### src/rtl/mem_arbiter_if.sv
// Requester-side and memory-side bus of the four-way memory arbiter.
// The arbiter connects through the master modport; requesters and the memory unit use slave.
`ifndef MEMORY_ADDR_WIDTH
`define MEMORY_ADDR_WIDTH 16
`endif
`ifndef MEMORY_DATA_WIDTH
`define MEMORY_DATA_WIDTH 32
`endif

interface mem_arbiter_if;
  // Requester side, four packed slices
  logic [3:0]                        req_execute;
  logic [4*`MEMORY_ADDR_WIDTH-1:0]   req_address1;
  logic [4*`MEMORY_ADDR_WIDTH-1:0]   req_address2;
  logic [7:0]                        req_func;
  logic [4*`MEMORY_DATA_WIDTH-1:0]   req_write_data;
  logic [3:0]                        req_ready;
  logic [`MEMORY_DATA_WIDTH-1:0]     req_read_data1;
  logic [`MEMORY_DATA_WIDTH-1:0]     req_read_data2;

  // Memory-unit side
  logic                              mem_execute;
  logic [`MEMORY_ADDR_WIDTH-1:0]     address1;
  logic [`MEMORY_ADDR_WIDTH-1:0]     address2;
  logic [1:0]                        mem_func;
  logic [`MEMORY_DATA_WIDTH-1:0]     write_data;
  logic                              mem_ready;
  logic [`MEMORY_DATA_WIDTH-1:0]     read_data1;
  logic [`MEMORY_DATA_WIDTH-1:0]     read_data2;

  modport master (
    input  req_execute, req_address1, req_address2, req_func, req_write_data,
    output req_ready, req_read_data1, req_read_data2,
    output mem_execute, address1, address2, mem_func, write_data,
    input  mem_ready, read_data1, read_data2
  );

  modport slave (
    output req_execute, req_address1, req_address2, req_func, req_write_data,
    input  req_ready, req_read_data1, req_read_data2,
    input  mem_execute, address1, address2, mem_func, write_data,
    output mem_ready, read_data1, read_data2
  );
endinterface

### src/rtl/mem_arbiter.sv
// Four-requester round-robin arbiter in front of a single memory unit:
// captures requests, issues one transaction at a time, aborts on timeout.
`ifndef MEMORY_ADDR_WIDTH
`define MEMORY_ADDR_WIDTH 16
`endif
`ifndef MEMORY_DATA_WIDTH
`define MEMORY_DATA_WIDTH 32
`endif

module mem_arbiter #(
  parameter int unsigned TIMEOUT_CYCLES = 1023
) (
  input  logic          clk,
  input  logic          rst,
  mem_arbiter_if.master bus,
  output logic          arb_busy,
  output logic [1:0]    arb_grant,
  output logic [1:0]    arb_error
);
  localparam int AW = `MEMORY_ADDR_WIDTH;
  localparam int DW = `MEMORY_DATA_WIDTH;
  localparam logic [9:0] TIMEOUT_LAST = 10'(TIMEOUT_CYCLES - 1);

  typedef enum logic {IDLE, WAIT} state_t;

  state_t state_q, state_d;
  logic [3:0] pending_q;
  logic [9:0] timer_q;

  logic [AW-1:0] cap_addr1 [4];
  logic [AW-1:0] cap_addr2 [4];
  logic [1:0]    cap_func  [4];
  logic [DW-1:0] cap_wdata [4];

  logic       issue, complete, abort;
  logic       sel_valid;
  logic [1:0] sel, scan_idx;
  logic [3:0] clear_vec, capture_vec, dup_vec;

  // Round-robin pick: first pending index starting just after the last grant.
  // NOTE: every signal written in always_comb gets a default first, so no path can infer a latch.
  always_comb begin
    sel       = '0;
    sel_valid = 1'b0;
    scan_idx  = '0;
    for (int k = 3; k >= 0; k--) begin
      scan_idx = arb_grant + 2'(k + 1);
      if (pending_q[scan_idx]) begin
        sel       = scan_idx;
        sel_valid = 1'b1;
      end
    end
  end

  always_comb begin
    state_d  = state_q;
    issue    = 1'b0;
    complete = 1'b0;
    abort    = 1'b0;
    case (state_q)
      IDLE: begin
        if (sel_valid) begin
          issue   = 1'b1;
          state_d = WAIT;
        end
      end
      WAIT: begin
        if (bus.mem_ready) begin
          complete = 1'b1;
          state_d  = IDLE;
        end else if (timer_q == TIMEOUT_LAST) begin
          abort   = 1'b1;
          state_d = IDLE;
        end
      end
      default: state_d = IDLE;
    endcase
  end

  // A slot being retired this edge may take a fresh request in the same edge.
  always_comb begin
    clear_vec = '0;
    if (complete || abort) clear_vec[arb_grant] = 1'b1;
    capture_vec = bus.req_execute & (~pending_q | clear_vec);
    dup_vec     = bus.req_execute & pending_q & ~clear_vec;
  end

  // NOTE: capture slots carry no reset; a slot is only read after a capture has loaded it.
  always_ff @(posedge clk) begin
    for (int i = 0; i < 4; i++) begin
      if (capture_vec[i]) begin
        cap_addr1[i] <= bus.req_address1[i*AW +: AW];
        cap_addr2[i] <= bus.req_address2[i*AW +: AW];
        cap_func[i]  <= bus.req_func[i*2 +: 2];
        cap_wdata[i] <= bus.req_write_data[i*DW +: DW];
      end
    end
  end

  // NOTE: sequential state uses non-blocking assignments so every register samples pre-edge values.
  always_ff @(posedge clk or negedge rst) begin
    if (!rst) begin
      state_q            <= IDLE;
      pending_q          <= '0;
      timer_q            <= '0;
      arb_grant          <= '0;
      arb_error          <= '0;
      bus.mem_execute    <= 1'b0;
      bus.address1       <= '0;
      bus.address2       <= '0;
      bus.mem_func       <= '0;
      bus.write_data     <= '0;
      bus.req_ready      <= '0;
      bus.req_read_data1 <= '0;
      bus.req_read_data2 <= '0;
    end else begin
      state_q         <= state_d;
      pending_q       <= (pending_q & ~clear_vec) | capture_vec;
      bus.mem_execute <= 1'b0;
      bus.req_ready   <= '0;

      if (|dup_vec) arb_error[0] <= 1'b1;

      if (issue) begin
        arb_grant       <= sel;
        bus.address1    <= cap_addr1[sel];
        bus.address2    <= cap_addr2[sel];
        bus.mem_func    <= cap_func[sel];
        bus.write_data  <= cap_wdata[sel];
        bus.mem_execute <= 1'b1;
        timer_q         <= '0;
      end

      if (state_q == WAIT && !complete && !abort) timer_q <= timer_q + 10'd1;

      if (complete) begin
        bus.req_read_data1 <= bus.read_data1;
        bus.req_read_data2 <= bus.read_data2;
        bus.req_ready      <= 4'b0001 << arb_grant;
      end

      if (abort) arb_error[1] <= 1'b1;
    end
  end

  assign arb_busy = (state_q == WAIT);

endmodule

### src/flat_wrapper.sv
// flat-port wrapper written by rule: the top's interface ports become plain ports
module mem_arbiter_flat 
#(
  parameter int unsigned TIMEOUT_CYCLES = 1023
)
  (clk, rst, arb_busy, arb_grant, arb_error, bus_req_execute, bus_req_address1, bus_req_address2, bus_req_func, bus_req_write_data, bus_req_ready, bus_req_read_data1, bus_req_read_data2, bus_mem_execute, bus_address1, bus_address2, bus_mem_func, bus_write_data, bus_mem_ready, bus_read_data1, bus_read_data2);
  mem_arbiter_if bus_i ();
  input  logic clk;
  input  logic rst;
  output logic arb_busy;
  output logic [1:0] arb_grant;
  output logic [1:0] arb_error;
  input wire logic [$bits(bus_i.req_execute)-1:0] bus_req_execute;
  input wire logic [$bits(bus_i.req_address1)-1:0] bus_req_address1;
  input wire logic [$bits(bus_i.req_address2)-1:0] bus_req_address2;
  input wire logic [$bits(bus_i.req_func)-1:0] bus_req_func;
  input wire logic [$bits(bus_i.req_write_data)-1:0] bus_req_write_data;
  output wire logic [$bits(bus_i.req_ready)-1:0] bus_req_ready;
  output wire logic [$bits(bus_i.req_read_data1)-1:0] bus_req_read_data1;
  output wire logic [$bits(bus_i.req_read_data2)-1:0] bus_req_read_data2;
  output wire logic [$bits(bus_i.mem_execute)-1:0] bus_mem_execute;
  output wire logic [$bits(bus_i.address1)-1:0] bus_address1;
  output wire logic [$bits(bus_i.address2)-1:0] bus_address2;
  output wire logic [$bits(bus_i.mem_func)-1:0] bus_mem_func;
  output wire logic [$bits(bus_i.write_data)-1:0] bus_write_data;
  input wire logic [$bits(bus_i.mem_ready)-1:0] bus_mem_ready;
  input wire logic [$bits(bus_i.read_data1)-1:0] bus_read_data1;
  input wire logic [$bits(bus_i.read_data2)-1:0] bus_read_data2;
  assign bus_i.req_execute = bus_req_execute;
  assign bus_i.req_address1 = bus_req_address1;
  assign bus_i.req_address2 = bus_req_address2;
  assign bus_i.req_func = bus_req_func;
  assign bus_i.req_write_data = bus_req_write_data;
  assign bus_req_ready = bus_i.req_ready;
  assign bus_req_read_data1 = bus_i.req_read_data1;
  assign bus_req_read_data2 = bus_i.req_read_data2;
  assign bus_mem_execute = bus_i.mem_execute;
  assign bus_address1 = bus_i.address1;
  assign bus_address2 = bus_i.address2;
  assign bus_mem_func = bus_i.mem_func;
  assign bus_write_data = bus_i.write_data;
  assign bus_i.mem_ready = bus_mem_ready;
  assign bus_i.read_data1 = bus_read_data1;
  assign bus_i.read_data2 = bus_read_data2;
  mem_arbiter #(.TIMEOUT_CYCLES(TIMEOUT_CYCLES)) u_core (.clk(clk), .rst(rst), .bus(bus_i), .arb_busy(arb_busy), .arb_grant(arb_grant), .arb_error(arb_error));
endmodule
### config.mk
export PLATFORM = sky130hd
export DESIGN_NAME = mem_arbiter_flat
export DESIGN_NICKNAME = d
export VERILOG_FILES = /design/src/rtl/mem_arbiter_if.sv /design/src/rtl/mem_arbiter.sv /design/src/flat_wrapper.sv
export SDC_FILE = /design/constraint.sdc
export NUM_CORES = 1
export LEC_CHECK = 0
export CAP_MARGIN = 20
export CORE_MARGIN = 5
export CORE_UTILIZATION = 43
export DETAILED_ROUTE_END_ITERATION = 10
export GPL_TIMING_DRIVEN = 0
export PLACE_DENSITY = 0.81
export SKIP_CTS_REPAIR_TIMING = 1
export SLEW_MARGIN = 20
export SYNTH_ARGS = -nofsm -noshare
export SYNTH_HDL_FRONTEND = slang
export SYNTH_SLANG_ARGS = --single-unit
### constraint.sdc
create_clock -name clk -period 4.2 [get_ports clk]
set_input_delay 1.26 -clock clk [delete_from_list [all_inputs] [get_ports clk]]
set_output_delay 1.26 -clock clk [all_outputs]
set_load 0.03 [all_outputs]
* After elaboration in Yosys (flattened, before gate mapping) *
Memories as Yosys holds them, arrays and structs flattened. A register that Yosys moved wholly into a read port is not among the register bits.
Cells that the tools add are included.

operators by class
  shift-type cells = 1
  reductions and logical operators = 12
  order comparisons = 5
  mux-type cells = 41
  eq/ne operators = 1
  bitwise gates (word level) = 9
  add/subtract/negate cells = 4

operators by type and width
  operator                                                           number
  two-way mux 1 bit                                                  27
  two-way mux 10 bit                                                 2
  AND 4 bit                                                          4
  < comparator 2 x 3 -> 1 bit, second input constant                 4
  adder 10 x 1 -> 10 bit, second input constant                      1
  equality test 10 bit, second input constant                        1
  binary-select mux 1 bit (select 2 bit)                             4
  two-way mux 2 bit                                                  4
  two-way mux 4 bit                                                  2
  inverter 4 bit                                                     2
  OR 4 bit                                                           2
  logical NOT 1 bit                                                  6
  adder 2 bit, second input constant                                 2
  OR reduction 4 bit                                                 1
  << shifter 1 x 2 -> 4 bit, first input constant                    1
  logical AND 1 bit                                                  3
  adder 2 x 1 -> 2 bit, second input constant                        1
  demux 1 bit (select 2 bit)                                         1
  greater-or-equal comparator 2 x 1 -> 1 bit, second input constant  1
  case mux 1 bit (2 select lines)                                    1
  nonzero test 2 bit                                                 1
  logical OR 1 bit                                                   1
  inverter 1 bit                                                     1

word-level totals
  memories = 4
  flip-flop bits (word level) = 88
  word-level logic and storage cells = 87
  output and inout port bits = 140
  RAM bits = 264

memory list
  name              words  width  rd ports  clocked after memory_dff  wr ports  line               source
  u_core.cap_wdata  4      32     1         1                         4         mem_arbiter.sv:33  logic [DW-1:0] cap_wdata [4];
  u_core.cap_addr1  4      16     1         1                         4         mem_arbiter.sv:30  logic [AW-1:0] cap_addr1 [4];
  u_core.cap_addr2  4      16     1         1                         4         mem_arbiter.sv:31  logic [AW-1:0] cap_addr2 [4];
  u_core.cap_func   4      2      1         1                         4         mem_arbiter.sv:32  logic [1:0] cap_func [4];

* Longest topological paths before layout *
  word-level depth = 10
  mapped depth = 13
  mapped depth without buffers = 9

* Worst setup path after synthesis *
Ideal clock, no wire load.

  kind = input -> register
  from = input port bus_mem_ready
  to = memory u_core.cap_addr1[0][0] (netlist bit), enable pin
  data arrival time = 4.467 ns
  cell stages on the path = 3
  slack = -0.765 ns
  library setup time = 0.498 ns
  path buffers = 0
  cells stage by stage = o21a_1 -> a21boi_0 -> nor2b_1

RTL lines
  what         line                source
  from (decl)  flat_wrapper.sv:26  input wire logic [$bits(bus_i.mem_ready)-1:0] bus_mem_ready;
  to (decl)    mem_arbiter.sv:30

* Worst setup path after layout *
  from = register u_core.arb_grant[0]
  to = register u_core.bus.address2[10], read port of u_core.cap_addr2

between the ends
  cells in the longest elaborated chain, start to end = 8
  elaborated cells on any way between the ends = 21
  those cells by class = add/sub: 3; mux: 18

RTL lines
  what                                                                                line                                  source
  from (decl)                                                                         mem_arbiter.sv:17                     output logic [1:0] arb_grant,
  from (signal assigned)                                                              mem_arbiter.sv:125                    arb_grant <= sel;
  adder 2 bit / binary-select mux 1 bit (select 2 bit) (equally long branches)        mem_arbiter.sv:47, mem_arbiter.sv:48
  binary-select mux 1 bit (select 2 bit) / two-way mux 1 bit (equally long branches)  mem_arbiter.sv:48                     if (pending_q[scan_idx]) begin
  two-way mux 1 bit (not written as such)                                             mem_arbiter.sv:48
  two-way mux 1 bit (3 in a row)                                                      mem_arbiter.sv:48
  two-way mux 1 bit                                                                   mem_arbiter.sv:62                     if (sel_valid) begin
  two-way mux 1 bit                                                                   mem_arbiter.sv:60                     case (state_q)
  to (decl)                                                                           mem_arbiter_if.sv:34                  output mem_execute, address1, address2, mem_func, write_data,

Parallel ways exist; a longest one is shown, timed or not. The select of a mux whose other input is x is not followed.
A chain may end at the register's enable or synchronous reset.

==> results.md <==
- Placed Cells: 1,937
- Yosys warns: 0
- Post-synth top cells: edfxtp_1 (264), dfrtp_1 (154), and3_1 (71), nor2_1 (71), mux2i_1 (69)
- # nets final: between 1,500 and 2,000
- Initial antenna violation count: 3
- Final HPWL DP: 36,300 um
- Endpoints failing setup: 0
- CTS tree: yes
- Clock sink count: 418
- First-pass GRT wire length: about 72,000 um
- F_max: between 200 and 300 MHz
- Hold Vio Cnt, Final: 0
- Placement Cell Area: 0.0216 mm2
- Worst hold-check path type: reg -> reg
- Via count: 10,958
- Maxcap violations: 0
- Fin Hold WS: 0.485 ns
- Die H: approximately 200 um
- Via density: 5.43
- Clk root buf: clkbuf_16
- Crit path DAT: 4.38 ns
- Peak VDD IR: 0.000393 V
- Post-synth top area cell: edfxtp_1
- M2 GR Usage: about 41%
- Post-synthesis cell area: 0.0161 mm2
- Ys async rst share: between 30% and 40%
- FF+latch count, synth: roughly 420
- Die area: 0.0413 mm2
- Fin cells: 2,017
- GPL Wtd Cong: 0.826
- Die Wd: about 200 um
- Std cell rows: 70
- Main flop type after synthesis: edfxtp_1
- Top cell type's share of synthesized area: 49.3%
- Number of H-tree levels: 2
- Worst slew pin tran: 0.847 ns
- Area grow syn2layout: 43.6%
- Share of cells above drive strength 1: 12.6%
- R2R depth: 11
- Pin count of the biggest net entering global routing: slightly above 100
- GRT Total Usage: between 20 and 25%
- Tcrit/Tclk final: a little over nine tenths
- Worst setup skew after layout: 0.0177 ns
- Yosys cell types: 50
- 1st-iter DRT viols: 604
- Max clock buf depth: 3
- First-pass detailed-route iteration total: 5
- Post-route minimum period: 3.93 ns
- Syn nets: 1,326
- Post-synthesis instance total: 985
- Crit-path max FO: 10
- GRT met3 Usage: under 10%
- Setup CP Type: reg -> reg
- Core box area: 0.0368 mm2
- Seq/Total Area, Yosys: 73.3%
- Crit start category: flip-flop
- Critical path endpoint category: flip-flop
- RSZ-0062 raised after global routing: false
- Port Buf Inserts: 474
- Vias in the first global route: 11,796
- Remaining DRCs: 0
- Max_slew headroom: 43.4%
- Tot Pwr: 17.3 mW
- Cell leakage power: 8.62 nW
- Outcome: complete, no violations
- TritonCTS Buffers: 43
- Hold Path Cell Cnt: 1
- Most frequent cell after synthesis: edfxtp_1
- Post-synth EDFFs: 264
- Syn_area_per_cell: 16.3 um2
- Slew Limit Fails: 0
- Pwr dens: between 700 and 800 mW/mm2
- Final WL: 49,100 um
- IO Count: 475
- Antenna-violating nets left: 0
- GRT Max-Usage Layer: met2
- Drt wl/cell: between 20 and 25 um
- Synth top area cells: edfxtp_1 (49%), dfrtp_1 (24%), mux2_2 (4.6%)
- Clock Pin Slew Worst Setup and Hold Paths: 0.06 ns
- Required @ worst endpoint: 4.65 ns
- Finished Cell Area: 0.0231 mm2
- Clk_lat worst skew: ~0.56 ns
- GRT met1 Usage: between 20 and 30%
- Starting Density: 43.7%
- Global route overflow: 0
cell families (layout without fill, tap and decap cells):
| group | Yosys count | after routing | synth area share [%] |
|---|---|---|---|
| AND/OR/NAND/NOR | 182 | 182 | 5.87 |
| multiplexers | 136 | 136 | 9.13 |
| flip-flops | 418 | 418 | 73.3 |
| buffers and inverters | 71 | 631 | 2.42 |
| adder cells (fa/ha/maj) | 6 | 6 | 0.467 |
| AO/OA/AOI/OAI | 172 | 172 | 8.78 |
| other | 0 | 4 | 0 |
sequential cells by signal, summed over array words and instances (netlist names), 4 cells and up:
register and cells:
u_core.timer_q 10, u_core.bus.write_data 32, u_core.bus.req_ready 4, u_core.bus.req_read_data1 32, u_core.cap_func 8, u_core.cap_wdata 128
u_core.bus.address1 16, u_core.pending_q 4, u_core.cap_addr2 64, u_core.bus.req_read_data2 32, u_core.cap_addr1 64, u_core.bus.address2 16
critical path, cell delays in order (launching register included):
cell	delay, ns
dfrtp_1	0.49
buf_2	0.26
inv_1	0.15
ha_1	0.42
mux4_2	0.39
a21oi_2	0.05
a221oi_1	0.24
o22a_1	0.36
buf_2	0.36
clkbuf_1	0.61
a2111oi_0	0.19
a211oi_1	0.29
cell type report:
type	count	area [um2]
timing repair buffer	484	4960
sequential	418	11800
buffer	66	372
tap	468	586
antenna	4	10.0
inverter	5	18.8
clock inverter	18	179
clock buffer	58	1230
multi-input combinational	496	3930
fill	2646	13700
per-layer routing:
| layer | part of all wire (%) | wire [um] | up-vias |
|---|---|---|---|
| li1 | - | - | 4916 |
| met1 | 37 | 18300 | 5434 |
| met2 | 51 | 25300 | 516 |
| met3 | 8.1 | 3980 | 92 |
| met4 | 3.2 | 1580 | 0 |
| met5 | 0 | 0 | - |
path summary, 6_finish.rpt:
check / startpoint / slack, ns / to
max in group asynchronous: rst / 2.67 / u_core.bus.req_read_data2[14]$_DFFE_PN0P_
worst max-delay path: u_core.arb_grant[0]$_DFFE_PN0P_ / 0.27 / u_core.bus.address2[10]$_DFFE_PN0P_
worst min register to register: u_core.arb_error[1]$_DFFE_PN0P_ / 0.48 / u_core.arb_error[1]$_DFFE_PN0P_
min in group asynchronous: rst / 0.64 / u_core.bus.address1[13]$_DFFE_PN0P_
worst max register to register: u_core.arb_grant[0]$_DFFE_PN0P_ / 0.27 / u_core.bus.address2[10]$_DFFE_PN0P_
worst min-delay path: u_core.arb_error[1]$_DFFE_PN0P_ / 0.48 / u_core.arb_error[1]$_DFFE_PN0P_
through the flow:
step / setup TNS [ns] / setup slack [ns] / utilization, %
floorplan: 0 / 0.492 / -
detailed placement: 0 / 0.0890 / 58.8
global route: 0 / 0.0149 / 62.7
CTS: 0 / 0.0900 / 62.7
global placement: -1092.56 / -4.65 / 58.2
finish: 0 / 0.265 / 62.7
placed cells by master (no fill, tap or decap), types with 3 or more instances in the layout:
master | Yosys | layout
a2111oi_0 | 58 | 58
a2111oi_2 | 7 | 7
a211oi_1 | 65 | 65
a21boi_0 | 5 | 5
a21o_1 | 3 | 3
a21oi_1 | 3 | 3
and2_1 | 3 | 3
and3_1 | 71 | 71
buf_12 | 0 | 8
buf_2 | 8 | 8
buf_6 | 14 | 14
bufinv_16 | 0 | 3
clkbuf_1 | 41 | 47
clkbuf_16 | 0 | 45
clkbuf_8 | 0 | 6
clkdlybuf4s50_1 | 0 | 473
clkinv_2 | 0 | 10
dfrtp_1 | 154 | 154
diode_2 | 0 | 4
edfxtp_1 | 264 | 264
ha_1 | 6 | 6
inv_1 | 4 | 4
mux2_2 | 65 | 65
mux2i_1 | 69 | 69
nand2_1 | 8 | 8
nand3_1 | 8 | 8
nand4_1 | 3 | 3
nor2_1 | 71 | 71
nor2b_4 | 1 | 5
o21ai_0 | 14 | 14
or2_2 | 4 | 4
where the power goes:
| part | internal [mW] | switching (mW) | leakage (nW) |
|---|---|---|---|
| registers | 5.49 | 0.518 | 4.18 |
| clock network | 2.25 | 1.55 | 0.700 |
| logic | 3.02 | 4.51 | 3.74 |
| total | 10.8 | 6.58 | 8.62 |
No activity file was read; power rests on OpenSTA's default activity.
